File: src/rtl/if_id_stage.sv
// IF->ID pipeline boundary: valid/ready on both sides, main + skid entry so IF keeps
// streaming while ID stalls, and a synchronous flush that empties the stage.
module if_id_stage #(
    parameter int                    PC_WIDTH   = 64,
    parameter int                    INST_WIDTH = 32,
    parameter logic [INST_WIDTH-1:0] NOP_INST   = INST_WIDTH'(32'h00000013),
    parameter logic [PC_WIDTH-1:0]   PC_RESET   = '0
) (
    input  logic                  clk,
    input  logic                  rst,
    input  logic                  in_valid,
    output logic                  in_ready,
    input  logic [PC_WIDTH-1:0]   in_pc,
    input  logic [INST_WIDTH-1:0] in_inst,
    input  logic                  flush,
    output logic                  out_valid,
    input  logic                  out_ready,
    output logic [PC_WIDTH-1:0]   out_pc,
    output logic [INST_WIDTH-1:0] out_inst
);

    typedef enum logic [1:0] {
        EMPTY = 2'd0,
        BUSY  = 2'd1,
        FULL  = 2'd2
    } state_t;

    state_t                state;
    logic [PC_WIDTH-1:0]   skid_pc;
    logic [INST_WIDTH-1:0] skid_inst;

    logic accept, drain;
    assign accept = in_valid & in_ready;
    assign drain  = out_valid & out_ready;

    // Outputs are the main entry itself; in_ready/out_valid are kept as registered
    // copies of the state decode so no output has logic after a flop.
    always_ff @(posedge clk or negedge rst) begin
        if (!rst) begin
            state     <= EMPTY;
            in_ready  <= 1'b1;
            out_valid <= 1'b0;
            out_pc    <= PC_RESET;
            out_inst  <= NOP_INST;
            skid_pc   <= '0;
            skid_inst <= '0;
        end else if (flush) begin
            // out_pc is left alone; only the inst lane shows the bubble.
            state     <= EMPTY;
            in_ready  <= 1'b1;
            out_valid <= 1'b0;
            out_inst  <= NOP_INST;
        end else begin
            case (state)
                EMPTY: begin
                    if (accept) begin
                        state     <= BUSY;
                        out_valid <= 1'b1;
                        out_pc    <= in_pc;
                        out_inst  <= in_inst;
                    end
                end
                BUSY: begin
                    if (accept && drain) begin
                        out_pc   <= in_pc;
                        out_inst <= in_inst;
                    end else if (accept) begin
                        state     <= FULL;
                        in_ready  <= 1'b0;
                        skid_pc   <= in_pc;
                        skid_inst <= in_inst;
                    end else if (drain) begin
                        state     <= EMPTY;
                        out_valid <= 1'b0;
                        out_inst  <= NOP_INST;
                    end
                end
                FULL: begin
                    if (drain) begin
                        state    <= BUSY;
                        in_ready <= 1'b1;
                        out_pc   <= skid_pc;
                        out_inst <= skid_inst;
                    end
                end
                default: begin
                    state     <= EMPTY;
                    in_ready  <= 1'b1;
                    out_valid <= 1'b0;
                    out_inst  <= NOP_INST;
                end
            endcase
        end
    end

endmodule
File: config.mk
export PLATFORM = sky130hd
export DESIGN_NAME = if_id_stage
export DESIGN_NICKNAME = d
export VERILOG_FILES = /design/src/rtl/if_id_stage.sv
export SDC_FILE = /design/constraint.sdc
export NUM_CORES = 1
export LEC_CHECK = 0
export BUFFER_PORTS_ARGS = -buffer_cell sky130_fd_sc_hd__buf_2
export CAP_MARGIN = 0
export CORE_UTILIZATION = 30
export DETAILED_ROUTE_END_ITERATION = 6
export PLACE_DENSITY = 0.55
export SYNTH_ARGS = -nofsm -noshare
export SYNTH_HDL_FRONTEND = slang
export SYNTH_SLANG_ARGS = --single-unit
File: constraint.sdc
create_clock -name clk -period 2.7 [get_ports clk]
set_input_delay 0.135 -clock clk [delete_from_list [all_inputs] [get_ports clk]]
set_output_delay 0.135 -clock clk [all_outputs]
set_load 0.005 [all_outputs]
==> run_results.csv, run 1 <==
group,metric,value,unit
run_status,status,"finished clean",
power_and_ir_drop,swShare,28.7,%
drt,routed_wl,19.7,mm
placement,post-place-ws,0.579,ns
logic_synthesis,syn_area,8500,sq um
sta,finalSetupTns,0,ns
clocking,cts_htree_levels,4,
logic_synthesis,synth_ff_type,"dfrtp_1",
sta,fmax,0.468,GHz
placement,portBuffers,198,
final_layout,seq_area,4910,sq um
floorplan,ios,199,
logic_synthesis,netlist_instances,560,
power_and_ir_drop,pwr_density_cell,882,nW/um^2
power_and_ir_drop,sequentialPowerShare,47.4,%
sta,tightest_slew,0.717,ns
clocking,cts_inserted_buffers,17,
final_layout,fin_cells,1240,
logic_synthesis,synthTopCellsByCount,"dfrtp_1, mux2_2, mux2_1",
final_layout,n_fill_cell,2616,
logic_synthesis,synthesis.nets,661,
clocking,cts-root-buf,"clkbuf_16",
final_layout,multi_input_area,3380,sq um
job,drv_cap,0,
clocking,cts.sinks,196,
drt,vias,5647,
sta,final_hold_viol_count,0,
logic_synthesis,yosysWarnings,0,
logic_synthesis,post-synth-top-area-cell,"dfrtp_1",
worst_setup_path,critPathRequiredTime,3.04,ns
placement,dpl.hpwl,12.4,mm
drt,firstDrtPassIters,4,
power_and_ir_drop,p_clk_share,25.7,%
floorplan,die_h,170,um
placement,finalWeightedCongestion,0.692,
global_route,overflow,0,
power_and_ir_drop,p_sw,0.00292,W
worst_setup_path,cp-start-kind,"flop",
clocking,post_cts_resized,0,
logic_synthesis,synth-seq-cells,196,
logic_synthesis,ys_async_sr_fraction,100,%
hold_path,hp-class,"primary input to flop",
sta,slew_violations,0,
power_and_ir_drop,power_leakage,5.20,nW
sta,post-route-min-period,2.13,ns
floorplan,dieArea,29000,sq um
sta,grt_setup_unrepaired,"no",
drt,vias_per_cell,4.55,
logic_synthesis,synth-edff-count,0,
drt,drc,0,
floorplan,start_util,30.5,%
floorplan,die_w,170,um
sta,slew_headroom,52.2,%
final_layout,area_growth,35.7,%
logic_synthesis,synth_top_area_share,56.6,%
logic_synthesis,synthTopCellsByArea,"dfrtp_1, mux2_2, mux2_4",
clocking,clkSlewWorstSetupHoldPaths,0.08,ns
sta,period_share,79.1,%
final_layout,nNetsFinal,950,
clocking,insertion_delay,0.42,ns
placement,dp.cells,1111,
sta,fin_worst_skew,0.00837,ns
drt,drt_iter0_markers,288,
final_layout,layout-drive-gt1-share,52.1,%
logic_synthesis,syn_area_per_cell,15.2,sq um
logic_synthesis,synth-seq-area-share,57.8,%
worst_setup_path,crit_arrival,2.47,ns
global_route,antenna_found_initial,0,
worst_setup_path,end_kind,"flop",
sta,finalSetupViolCount,0,
global_route,grt_pass1_wl,32.0,mm
power_and_ir_drop,pwr-share-comb,26.8,%
floorplan,core_area,27900,sq um
clocking,cts_tree,"built",
global_route,grt_max_degree,85,
drt,antenna_left,0,
sta,worst_slack,0.565,ns
power_and_ir_drop,irDropWorstVdd,0.362,mV
worst_setup_path,crit_type,"flop to flop",
global_route,grt_pass1_vias,6019,
drt,wl_per_cell,15.9,um
logic_synthesis,yosysMostFrequentCell,"dfrtp_1",
global_route,grtUsageTotal,14.1,%
worst_setup_path,cp_max_fo,23,
logic_synthesis,ys_types,31,
clocking,cts_buffer_depth,2,
power_and_ir_drop,p_int,0.00725,W
final_layout,diodes,0,
floorplan,rows,61,
-- worst max-delay path, cell delays in order, from the launching register on --
cell and delay (ns):
dfrtp_1 0.51, a21boi_2 0.30, nor3_1 0.14, a211oi_4 0.52, buf_4 0.40, o2bb2ai_1 0.16
-- registers in the layout, summed over array words and instances (netlist names) --
signal and flops:
skid_inst 32, in_ready 1, state 2, out_inst 32
out_valid 1, out_pc 64, skid_pc 64
-- path summary, 6_finish.rpt --
| kind | slack [ns] | startpoint | endpoint | cells past startpoint |
|---|---|---|---|---|
| max in group asynchronous | 1.41 | rst | in_ready | 3 |
| worst max-delay path | 0.57 | state[0] | out_inst[25] | 5 |
| worst max register to register | 0.57 | state[0] | out_inst[25] | 5 |
| min in group asynchronous | 0.35 | rst | skid_inst[0] | 2 |
| worst min-delay path | 0.06 | out_ready | out_valid | 3 |
| worst min register to register | 0.46 | out_inst[0] | out_inst[0] | 2 |
-- cell families (layout without fill, tap and decap cells) --
logic type	after synthesis	after routing	synth area share, %
AO/OA/AOI/OAI	79	79	7.29
buffers and inverters	43	345	2.90
flip-flops	196	196	57.8
multiplexers	224	224	30.8
AND/OR/NAND/NOR	18	18	1.18
-- cells in the final DEF, fill, tap and decap left out, types with 3 or more instances in the layout --
cell and count:
buf_2 197, dfrtp_1 192, mux2_2 168, dlygate4sd3_1 97, mux2_1 30, a22oi_1 29
o2bb2ai_1 29, mux2_4 26, clkbuf_16 17, buf_4 8, buf_12 6, nand2_1 5
inv_6 5, nand2b_1 4, a21oi_1 4, inv_1 4, inv_8 4, dfstp_2 4
nor2_1 3, o21ai_0 3, a32oi_1 3
-- power groups by stage --
stage	Clock [W]	Combinational (W)	Sequential, W
after floorplan	0	0.00163	0.00478
after global placement	0	0.00260	0.00484
after detailed placement	0	0.00266	0.00487
after CTS	0.00273	0.00278	0.00483
after global routing	0.00284	0.00301	0.00500
final	0.00261	0.00273	0.00482
-- routing by layer --
layer / global-route usage, % / up-vias / share of wire [%] / wire length [um]
met1: 18.6 / 2847 / 48 / 9360
met4: 3.68 / 0 / 1.1 / 216
met3: 4.47 / 9 / 6.6 / 1310
met2: 22.3 / 148 / 45 / 8820
met5: 0 / - / 0 / 0
li1: - / 2643 / - / -
-- area by class of cell --
class / count / share of cell area [%]
tap: 378 / 4.10
inverter: 4 / 0.130
timing repair buffer: 309 / 18.7
clock buffer: 18 / 3.81
sequential: 196 / 42.6
multi-input combinational: 321 / 29.3
clock inverter: 14 / 1.38
-- repair_timing --
| action | 4_1_cts | 5_1_grt |
|---|---|---|
| endpoints found under the hold margin | 198 | 0 |
| buffers inserted | 0 | 0 |
| hold buffers | 97 | 0 |
| setup endpoints to repair | 0 | 0 |
-- metrics by stage --
step           hold slack [ns]  power [W]  util, %  area, sq um
6_report                0.0552     0.0102     41.4        11500
5_1_grt                 0.0657     0.0109     41.4        11500
4_1_cts                 0.0327     0.0103     41.4        11500
3_5_place_dp             0.251    0.00753     35.7         9960
3_3_place_gp             0.252    0.00744     35.7         9960
2_1_floorplan           -0.161    0.00641        -         8500
Power figures use the tool's default switching activity.
==> inputs of run 2 (changes only) <==
PLACE_DENSITY = 0.56   (was 0.55)
clock period = 1.8 ns   (was 2.7 ns; I/O delays follow)
==> run 2 against run 1 <==
  * Critical path depth did not move
  * Fmax is 19% higher
  * Combinational power rose by 64%
  * Hold slack got worse by 0.035 ns
  * Count of clock-buffer cells in the layout down 1
  * Critical endpoint is now skid_pc[23]
==> run_results.csv, run 2 (synthesis gave the netlist of run 1 again) <==
group,metric,value,unit
sta,slew_headroom,68.5,%
clocking,cts_htree_levels,4,
clocking,cts-root-buf,"clkbuf_16",
floorplan,die_h,170,um
power_and_ir_drop,p_int,0.0109,W
hold_path,min_from,"flush",
worst_setup_path,cp_max_fo,20,
worst_setup_path,critPathRequiredTime,2.11,ns
power_and_ir_drop,pwr_density_cell,1280,nW/um^2
sta,period_share,99.8,%
drt,routed_wl,20.2,mm
final_layout,n_fill_cell,2598,
sta,post-route-min-period,1.80,ns
floorplan,ios,199,
sta,final_hold_viol_count,0,
clocking,cts_buffer_depth,2,
final_layout,area_growth,40.3,%
floorplan,dieArea,29000,sq um
drt,wl_per_cell,15.9,um
worst_setup_path,timing.rr.start,"in_ready",
job,drv_cap,0,
final_layout,seq_area,4910,sq um
worst_setup_path,crit_start,"in_ready",
worst_setup_path,crit_arrival,2.10,ns
drt,vias_per_cell,4.49,
power_and_ir_drop,sequentialPowerShare,47.1,%
clocking,clkSlewWorstSetupHoldPaths,0.07,ns
power_and_ir_drop,p_sw,0.00437,W
worst_setup_path,crit_type,"flop to flop",
final_layout,nNetsFinal,977,
sta,slew_violations,0,
sta,fin_hold_ws,0.0207,ns
sta,fin_worst_skew,0.0116,ns
power_and_ir_drop,swShare,28.5,%
clocking,insertion_delay,0.43,ns
final_layout,design_area,11900,sq um
placement,portBuffers,198,
floorplan,core_area,27900,sq um
clocking,cts_inserted_buffers,17,
global_route,grt_pass1_wl,32.1,mm
clocking,cts.sinks,196,
final_layout,mostFrequentLayoutCells,"buf_2, dfrtp_1, mux2_2",
final_layout,layout-drive-gt1-share,54.2,%
power_and_ir_drop,power_leakage,5.41,nW
sta,grt_setup_unrepaired,"yes",
final_layout,final_common_cell,"buf_2",
floorplan,die_w,170,um
power_and_ir_drop,pwr-share-comb,29.2,%
sta,finalSetupViolCount,0,
global_route,grt_max_degree,57,
sta,tightest_slew,0.472,ns
drt,vias,5689,
power_and_ir_drop,irDropWorstVdd,0.530,mV
global_route,overflow,0,
final_layout,top_regs,"out_pc: 64 flops, skid_pc: 64 flops",
final_layout,multi_input_area,3420,sq um
placement,dpl_cell_area,10300,sq um
clocking,cts_tree,"built",
floorplan,start_util,30.5,%
placement,finalWeightedCongestion,0.745,
drt,antenna_left,0,
final_layout,diodes,0,
placement,dpl.hpwl,13.1,mm
sta,fmax,0.557,GHz
global_route,grtUsageTotal,14.2,%
drt,drt_iter0_markers,298,
floorplan,rows,61,
global_route,grt_pass1_vias,5929,
global_route,antenna_found_initial,0,
worst_setup_path,cp-start-kind,"flop",
drt,firstDrtPassIters,4,
power_and_ir_drop,p_clk_share,23.7,%
worst_setup_path,end_kind,"flop",
hold_path,hp-class,"primary input to flop",
final_layout,fin_util,42.8,%
drt,drc,0,
run_status,status,"finished clean",
==> run 2: layer usage <==
layer / vias up / routed length, um / global-route usage [%] / part of all wire, %
li1: 2694 / - / - / -
met1: 2841 / 9920 / 19.2 / 49
met2: 148 / 9040 / 22.4 / 45
met3: 6 / 1130 / 4.19 / 5.6
met4: 0 / 104 / 2.78 / 0.52
met5: - / 0 / 0 / 0
==> run 2: metrics by stage <==
step	power [W]	cells	TNS (ns)	worst slack, ns
2_1_floorplan	0.00962	560	0	0.00425
3_3_place_gp	0.0113	1131	0	0.0200
3_5_place_dp	0.0115	1131	0	0.000906
4_1_cts	0.0154	1262	-0.465	-0.0258
5_1_grt	0.0163	1267	-5.99	-0.0793
6_report	0.0153	1267	0	0.00365
==> run 2: cell type report <==
type	instances	area share (%)
clock inverter	15	1.04
inverter	4	0.126
timing repair buffer	336	21.4
multi-input combinational	321	28.7
clock buffer	17	3.57
tap	378	3.97
sequential	196	41.2
==> run 2: power by group through the flow <==
stage / clock network, W / registers [W] / logic, W
global route: 0.00395 / 0.00747 / 0.00491
global placement: 0 / 0.00721 / 0.00411
finish: 0.00362 / 0.00720 / 0.00447
detailed placement: 0 / 0.00727 / 0.00420
floorplan: 0 / 0.00718 / 0.00244
CTS: 0.00377 / 0.00720 / 0.00439
==> run 2: critical path, cell delays in order (launching register included) <==
cell and delay, ns:
dfstp_2 0.53, nand3b_1 0.15, nor3b_4 0.28, buf_4 0.19, buf_12 0.17, mux2_2 0.35
==> run 2: timing repair <==
action                                  4_1_cts  5_1_grt
resized for setup                             0       14
hold endpoints to repair                    179        0
endpoints found under the setup margin       51      162
hold buffers                                 98        0
setup buffers                                 1        3
gates cloned                                  0        2
pin swaps                                     0        1
==> run 2: path summary, 6_finish.rpt <==
path	endpoint	slack, ns	cells after the start
hold reg to reg	out_inst[0]	0.47	2
min in group asynchronous	out_pc[51]	0.20	2
setup / recovery	skid_pc[23]	0.004	5
hold / removal	out_valid	0.02	2
max in group asynchronous	out_inst[2]	0.99	3
setup reg to reg	skid_pc[23]	0.004	5
==> inputs of run 3 (changes only) <==
CAP_MARGIN = 20   (was 0)
CORE_UTILIZATION = 49   (was 30)
HOLD_SLACK_MARGIN = 0.05   (was not set)
PLACE_DENSITY = 0.82   (was 0.56)
==> run 3 against run 2 <==
  * The flow now finishes with violations (setup timing)
  * Power increased by 11%
  * Global-route usage grew 11 points
  * Count of clock-buffer cells in the layout increased by 3
  * First-iteration DRC count increased by 39%
  * Non-clock buffer count grew 15
  * Sequential power grew 4.0%
  * Critical path type unchanged
  * Critical endpoint is now skid_pc[40]
  * Largest power group unchanged
==> run_results.csv, run 3 (synthesis gave the netlist of run 1 again) <==
group,metric,value,unit
final_layout,final_common_cell,"buf_2",
hold_path,min_from,"in_valid",
clocking,cts-root-buf,"clkbuf_16",
worst_setup_path,end_kind,"flop",
global_route,grt_max_degree,59,
sta,finalSetupViolCount,148,
final_layout,fin_cells,1124,
worst_setup_path,cp_top_family,"simple AND/OR/NAND/NOR gates",
hold_path,min_to,"state[0]",
worst_setup_path,crit_arrival,2.22,ns
final_layout,diodes,0,
global_route,grt_busiest_layer,"met2",
run_status,status,"complete, but fails checks",
drt,vias_per_cell,5.64,
final_layout,mostFrequentLayoutCells,"buf_2, dfrtp_1, mux2_4",
clocking,cts.sinks,196,
drt,antenna_left,0,
clocking,insertion_delay,0.43,ns
power_and_ir_drop,irDropWorstVdd,0.841,mV
worst_setup_path,slowest_delay,0.44,ns
global_route,grtUsageTotal,25.4,%
drt,routed_wl,25.7,mm
worst_setup_path,cp-start-kind,"flop",
sta,slew_violations,0,
drt,drt_iter0_markers,413,
clocking,cts_tree,"built",
worst_setup_path,cp_max_fo,8,
worst_setup_path,critPathRequiredTime,2.11,ns
placement,portBuffers,198,
floorplan,rows,47,
final_layout,top_regs,"out_pc: 64 flops, skid_pc: 64 flops",
floorplan,ios,199,
placement,dpl.hpwl,12.6,mm
job,drv_cap,0,
floorplan,start_util,50.7,%
clocking,cts_htree_levels,4,
sta,final_hold_viol_count,0,
worst_setup_path,r2r-end,"skid_pc[40]",
worst_setup_path,crit_start,"state[1]",
hold_path,min_delay_path_depth,3,
sta,fmax,0.524,GHz
global_route,grt_pass1_wl,35.0,mm
final_layout,layout-drive-gt1-share,55.8,%
run_status,violations,"setup timing",
global_route,antenna_found_initial,1,
global_route,overflow,0,
sta,worst_slack,-0.109,ns
worst_setup_path,cpMaxStageDelayCell,"dfrtp_1",
sta,fin_worst_skew,0.00983,ns
floorplan,die_h,134,um
final_layout,area_growth,47.1,%
global_route,grt_pass1_vias,6672,
worst_setup_path,crit_type,"flop to flop",
worst_setup_path,rrSetupSlack,-0.11,ns
clocking,cts_buffer_depth,2,
worst_setup_path,cp_num_buf_inv,2,
global_route,met1_usage,31.0,%
floorplan,core_area,16800,sq um
drt,firstDrtPassIters,5,
drt,drc,0,
placement,post-place-ws,-0.108,ns
sta,post-route-min-period,1.91,ns
sta,slew_headroom,67.3,%
power_and_ir_drop,power,0.0170,W
global_route,grt_use_met2,42.7,%
sta,tightest_slew,0.490,ns
final_layout,nNetsFinal,992,
drt,vias,6337,
worst_setup_path,timing.rr.start,"state[1]",
drt,wl_per_cell,22.9,um
placement,dp.cells,963,
worst_setup_path,crit_chain,"nand3b_1, nor3b_4, buf_6, clkbuf_16, mux2_4",
placement,finalWeightedCongestion,0.849,
power_and_ir_drop,pwr_density_cell,1360,nW/um^2
clocking,clkSlewWorstSetupHoldPaths,0.07,ns
hold_path,hp-class,"primary input to flop",
worst_setup_path,reg2reg_depth,5,
clocking,cts_inserted_buffers,17,
floorplan,die_w,134,um
sta,grt_setup_unrepaired,"yes",
power_and_ir_drop,power_leakage,5.89,nW
global_route,met3_usage,7.65,%
final_layout,n_fill_cell,1022,
sta,period_share,106,%
floorplan,dieArea,17900,sq um
-- run 3: metal layers --
layer	share of wire (%)	vias up
li1	-	2731
met1	40	3263
met2	51	285
met3	6.3	56
met4	2.5	2
met5	0.039	-
-- run 3: worst max path at each step --
stage | endpoint | cells after the start
final | skid_pc[40] | 5
after global placement | skid_pc[28] | 4
after global routing | skid_pc[40] | 5
after floorplan | skid_pc[34] | 5
after CTS | out_pc[57] | 6
after detailed placement | skid_pc[7] | 4
-- run 3: power by group --
part	internal, W	switching (W)	total [W]
logic	0.00357	0.00198	0.00556
clock network	0.00223	0.00171	0.00395
registers	0.00631	0.00118	0.00749
-- run 3: repair_timing --
action / 4_1_cts / 5_1_grt
hold buffers: 99 / 0
gates cloned: 4 / 15
resized for setup: 14 / 109
setup buffers: 5 / 6
pin swaps: 0 / 2
hold endpoints to repair: 282 / 0
endpoints found under the setup margin: 148 / 162
-- run 3: through the flow --
stage / instance area (sq um) / setup TNS (ns) / hold slack (ns) / util, %
floorplan: 8500 / 0 / -0.206 / -
global placement: 9910 / 0 / 0.0858 / 59.1
detailed placement: 9910 / -5.86 / 0.105 / 59.1
CTS: 11700 / -5.58 / 0.0632 / 69.9
global route: 12500 / -20.74 / 0.119 / 74.6
finish: 12500 / -7.39 / 0.0914 / 74.6
-- run 3: final cells by class --
type / count / area [sq um] / area share [%]
flip-flops and latches: 196 / 4910 / 39.3
clock buffers: 20 / 447 / 3.57
multi-input cells: 321 / 3790 / 30.4
inverters: 4 / 15.0 / 0.120
well taps: 220 / 275 / 2.20
repair buffers: 351 / 2900 / 23.2
clock inverters: 12 / 153 / 1.22
-- run 3: tightest hold or removal path: stages --
cell     delay, ns
buf_2         0.15
a31oi_1       0.11
a21oi_1       0.12
